File: src/rtl/inst_fetch.sv
// Instruction fetch controller for the IF stage: bus read issue, wait-state and flush handling.
// Optional one-entry skid buffer enabled by defining IF_SKID_BUF_EN.
module inst_fetch #(
  parameter logic [31:0] ERR_INST = 32'h0000_0000
) (
  input  logic        clk,
  input  logic        rst,
  input  logic [31:0] pc_reg,
  input  logic        flush,
  output logic        fetch_stall,
  output logic [31:0] ibus_address,
  output logic        ibus_read,
  input  logic        ibus_stall,
  input  logic [31:0] ibus_rddata,
  input  logic        id_stall,
  output logic        if_valid,
  output logic [31:0] if_inst,
  output logic [31:0] if_pc,
  output logic        if_exc_adel
);

  typedef enum logic {
    FETCH = 1'b0,
    DRAIN = 1'b1
  } state_t;

  state_t      state;
  state_t      state_nxt;
  logic [31:0] req_addr;
  logic        pend;
  logic        pend_nxt;
  logic        room;
  logic        aligned;
  logic        new_v;
  logic [31:0] new_inst;
  logic        new_adel;

`ifdef IF_SKID_BUF_EN
  logic        skid_valid;
  logic [31:0] skid_inst;
  logic [31:0] skid_pc;
  logic        skid_adel;

  assign room = !skid_valid || !id_stall;
`else
  assign room = !(if_valid && id_stall);
`endif

  assign aligned = (pc_reg[1:0] == 2'b00);

  always_ff @(posedge clk) begin
    if (rst) state <= FETCH;
    else     state <= state_nxt;
  end

  // Next state, bus request, stall and the candidate IF/ID entry for this cycle.
  always_comb begin
    state_nxt    = state;
    ibus_read    = 1'b0;
    ibus_address = pc_reg;
    fetch_stall  = 1'b0;
    pend_nxt     = 1'b0;
    new_v        = 1'b0;
    new_inst     = ibus_rddata;
    new_adel     = 1'b0;
    case (state)
      FETCH: begin
        if (flush) begin
          // A read stalled last cycle may not be withdrawn; finish it in DRAIN.
          if (pend) begin
            ibus_read    = 1'b1;
            ibus_address = req_addr;
            if (ibus_stall) state_nxt = DRAIN;
          end
        end else begin
          ibus_read   = room && aligned;
          fetch_stall = (ibus_read && ibus_stall) || !room;
          pend_nxt    = ibus_read && ibus_stall;
          if (ibus_read && !ibus_stall) begin
            new_v = 1'b1;
          end else if (room && !aligned) begin
            new_v    = 1'b1;
            new_inst = ERR_INST;
            new_adel = 1'b1;
          end
        end
      end
      DRAIN: begin
        ibus_read    = 1'b1;
        ibus_address = req_addr;
        fetch_stall  = !flush;
        if (!ibus_stall) state_nxt = FETCH;
      end
      default: state_nxt = FETCH;
    endcase
    if (rst) begin
      state_nxt    = FETCH;
      ibus_read    = 1'b0;
      ibus_address = 32'h0;
      fetch_stall  = 1'b0;
      pend_nxt     = 1'b0;
      new_v        = 1'b0;
    end
  end

  always_ff @(posedge clk) begin
    if (rst) begin
      req_addr <= 32'h0;
      pend     <= 1'b0;
    end else begin
      pend <= pend_nxt;
      if (state == FETCH && !flush && ibus_read) req_addr <= pc_reg;
    end
  end

`ifdef IF_SKID_BUF_EN
  // IF/ID register plus skid: the skid only fills while ID holds a live entry.
  always_ff @(posedge clk) begin
    if (rst) begin
      if_valid    <= 1'b0;
      if_inst     <= 32'h0;
      if_pc       <= 32'h0;
      if_exc_adel <= 1'b0;
      skid_valid  <= 1'b0;
      skid_inst   <= 32'h0;
      skid_pc     <= 32'h0;
      skid_adel   <= 1'b0;
    end else if (flush) begin
      if_valid    <= 1'b0;
      if_exc_adel <= 1'b0;
      skid_valid  <= 1'b0;
    end else if (skid_valid && !id_stall) begin
      if_valid    <= 1'b1;
      if_inst     <= skid_inst;
      if_pc       <= skid_pc;
      if_exc_adel <= skid_adel;
      skid_valid  <= new_v;
      if (new_v) begin
        skid_inst <= new_inst;
        skid_pc   <= pc_reg;
        skid_adel <= new_adel;
      end
    end else if (!if_valid || !id_stall) begin
      if_valid <= new_v;
      if (new_v) begin
        if_inst     <= new_inst;
        if_pc       <= pc_reg;
        if_exc_adel <= new_adel;
      end
    end else if (new_v) begin
      skid_valid <= 1'b1;
      skid_inst  <= new_inst;
      skid_pc    <= pc_reg;
      skid_adel  <= new_adel;
    end
  end
`else
  // IF/ID register: loads when free, holds while ID stalls on a live entry.
  always_ff @(posedge clk) begin
    if (rst) begin
      if_valid    <= 1'b0;
      if_inst     <= 32'h0;
      if_pc       <= 32'h0;
      if_exc_adel <= 1'b0;
    end else if (flush) begin
      if_valid    <= 1'b0;
      if_exc_adel <= 1'b0;
    end else if (!if_valid || !id_stall) begin
      if_valid <= new_v;
      if (new_v) begin
        if_inst     <= new_inst;
        if_pc       <= pc_reg;
        if_exc_adel <= new_adel;
      end
    end
  end
`endif

endmodule

File: config.mk
export PLATFORM = sky130hd
export DESIGN_NAME = inst_fetch
export DESIGN_NICKNAME = d
export VERILOG_FILES = /design/src/rtl/inst_fetch.sv
export SDC_FILE = /design/constraint.sdc
export NUM_CORES = 1
export LEC_CHECK = 0
export CAP_MARGIN = 0
export CORE_MARGIN = 1.5
export CORE_UTILIZATION = 49
export CTS_CLUSTER_DIAMETER = 100
export DETAILED_ROUTE_END_ITERATION = 10
export GPL_TIMING_DRIVEN = 0
export MAX_ROUTING_LAYER = met4
export PLACE_DENSITY = 0.86
export RECOVER_POWER = 100
export SLEW_MARGIN = 20
export SYNTH_ARGS = -nofsm -noshare
export SYNTH_HDL_FRONTEND = slang
export SYNTH_SLANG_ARGS = --single-unit
File: constraint.sdc
create_clock -name clk -period 2.8 [get_ports clk]
set_input_delay 0.28 -clock clk [delete_from_list [all_inputs] [get_ports clk]]
set_output_delay 0.28 -clock clk [all_outputs]
set_load 0.02 [all_outputs]
==> results.cfg <==
[outcome]
status = completed

[clock_tree]
h-tree-depth = 3
cts_sinks = 100
root_buffer = clkbuf_8
clk_path_buf_depth = 2
clk_latency_ns = 0.35
cts_tree = yes
cts_buffers = 9
cts.clk_slew.worst_paths_ns = 0.10

[drt]
initialDrtViolationCount = 155
firstDrtPassIters = 5
via_count = 4525
totalWireLength_um = 13700
ant_nets = 0
viasPerCell = 5.23
drc = 0
routedWlPerCell_um = 15.9

[place]
routabilityCongestion = 0.873
hpwl_um = 10200
port_buffers = 167
dp_slack_ns = -0.135

[finish]
drive_gt1_share_pct = 6.14
num_antenna_cells = 0
num-nets-final = 797
synthToLayoutAreaGrowth_pct = 38.6
fin_util_pct = 69.3

[grt]
grt_max_degree = 17
track_usage_pct = 26.7
grt_overflow = 0
antenna_found_initial = 0
grt_pass1_vias = 4412
grt_pass1_wl_um = 21300

[sta]
relSlewSlack_pct = 46.2
setup_viol = 0
finalMaxSlewViolations = 0
min_period_ns = 2.69
post-route-period-util_pct = 96.0
worst_slew_pin_slew_ns = 0.808
hold_viol = 0
fin_skew_ns = 0.00780
rsz0062_at_grt = false
setup_slack_ns = 0.111
fmax_mhz = 372

[yosys]
synth_cells = 550
synthArstFlopShare_pct = 0
synth_area_leaders = dfxtp_1 41%, nand2b_1 12%, o32ai_2 10%
synth_top_cell_area_share_pct = 41.3
yosysMostFrequentCell = dfxtp_1
syn_avg_cell_area_um2 = 8.81
netlist_top_cells_count = 100 x dfxtp_1, 92 x nand2b_1, 64 x nand2_1
synth_seq_cells = 100
synthDistinctLibCells = 30
synthesis.nets = 619
yosysSeqAreaShare_pct = 41.3
synth_top_area_cell = dfxtp_1
yosysWarnings = 0
netlist_area_mm2 = 0.00484
ys.flop_type = dfxtp_1
synth_edf_count = 0

[pwr]
power_frac_comb_pct = 18.8
pwr-share-seq_pct = 49.5
cellPowerDensity_mw_per_mm2 = 452
internal-power_w = 0.00221
power_switching_share_pct = 27.2
worst_ir_drop_vdd_mv = 0.292
power_w = 0.00304
leakagePower_nw = 2.74
switching_power_w = 0.000827
power.share.clock_pct = 31.7

[worst_setup_path]
slowest_stage = dlygate4sd3_1
setup.worst_path.class = in -> out
required_ns = 2.52
worstPathMaxFanout = 10
path_cells = clkdlybuf4s50_1, a21o_1, clkbuf_2, nand2_1, a21oi_1, dlygate4sd3_1
startpoint_type = primary input
critPathMaxStageDelay_ns = 0.70
rr_worst_depth = 5
worstPathArrival_ns = 2.41
crit_family = buffers and inverters
cp.depth = 6
path_buf_inv = 3
cp-end-kind = primary output

[floorplan]
rows = 36
ioPinCount = 169
core_area_mm2 = 0.00968
start_util_pct = 50.0
die_y_um = 102
fp.dieArea_mm2 = 0.0105
die_w_um = 102

[hold_path]
hold_path.class = reg -> reg
hold_path_depth = 2

[job]
cap_violations = 0
-- power groups by stage --
| stage | Sequential (W) | Combinational [W] | Clock, W |
|---|---|---|---|
| 2_1_floorplan | 0.00158 | 0.000265 | 0 |
| 3_3_place_gp | 0.00153 | 0.000599 | 0 |
| 3_5_place_dp | 0.00154 | 0.000609 | 0 |
| 4_1_cts | 0.00151 | 0.000613 | 0.000977 |
| 5_1_grt | 0.00151 | 0.000615 | 0.00103 |
| 6_report | 0.00150 | 0.000571 | 0.000962 |
-- registers in the layout (all words and copies together) (netlist names) --
name         cells
if_exc_adel      1
if_inst         32
if_pc           32
if_valid         1
pend             1
req_addr        32
state            1
-- stage by stage --
step / setup TNS [ns] / instance area, µm² / hold slack, ns / std cells
floorplan: 0 / 4840 / 0.358 / 550
global placement: -1.18 / 6680 / 0.460 / 850
global route: 0 / 6710 / 0.501 / 866
detailed placement: -2.30 / 6680 / 0.473 / 850
finish: 0 / 6710 / 0.482 / 866
CTS: -0.0113 / 6900 / 0.487 / 866
-- layer usage --
metal  vias to the layer above  wire [µm]  track usage, %
met4                         0        272            9.06
met3                        23        878            4.86
met5                         -          0               -
met2                       158       6580            43.8
li1                       2198          -               -
met1                      2146       6010            33.1
-- worst paths after layout --
path | start | to | slack (ns)
worst max-delay path | flush | ibus_address[26] | 0.11
worst min-delay path | req_addr[3] | req_addr[3] | 0.48
worst max register to register | state | req_addr[11] | 0.39
worst min register to register | req_addr[3] | req_addr[3] | 0.48
-- layout make-up --
type,instances,area (µm²)
Clock buffer,11,151
Tap cell,133,166
Inverter,31,116
Sequential cell,100,2000
Clock inverter,5,60.1
Timing Repair Buffer,167,1670
Multi-Input combinational cell,371,2330
Buffer,48,216
Fill cell,795,2970
-- worst min-delay path, cell delays in order (launching register included) --
cell      delay [ns]
dfxtp_1         0.32
nand2b_1        0.06
mux2i_1         0.06
-- placed cells by master (no fill, tap or decap), types with 3 or more instances in the layout --
cell type / instances
clkbuf_2: 8
nor2b_1: 30
inv_1: 31
nand3b_1: 3
dlygate4sd3_1: 81
buf_2: 3
nor3b_1: 4
a21oi_1: 36
dfxtp_1: 100
mux2i_1: 30
buf_6: 3
o21ai_0: 62
o32ai_2: 11
clkbuf_8: 11
nand2_1: 64
clkdlybuf4s50_1: 86
nor2_1: 3
nand2b_1: 92
o32ai_1: 21
clkbuf_1: 34
nor3_1: 3
-- cell families (layout without fill, tap and decap cells) --
group / Yosys count / after routing / share of synthesized area [%]
buffers and inverters: 79 / 262 / 7.57
AOI/OAI and AO/OA: 137 / 137 / 21.6
muxes: 30 / 30 / 6.20
and+or+nand+nor: 204 / 204 / 23.3
DFF: 100 / 100 / 41.3
-- repair_timing --
item,CTS,global route
buffers inserted,0,0
hold buffers,0,0
gates resized for setup,3,9
endpoints found under the setup margin,29,34
Power figures use the tool's default switching activity.
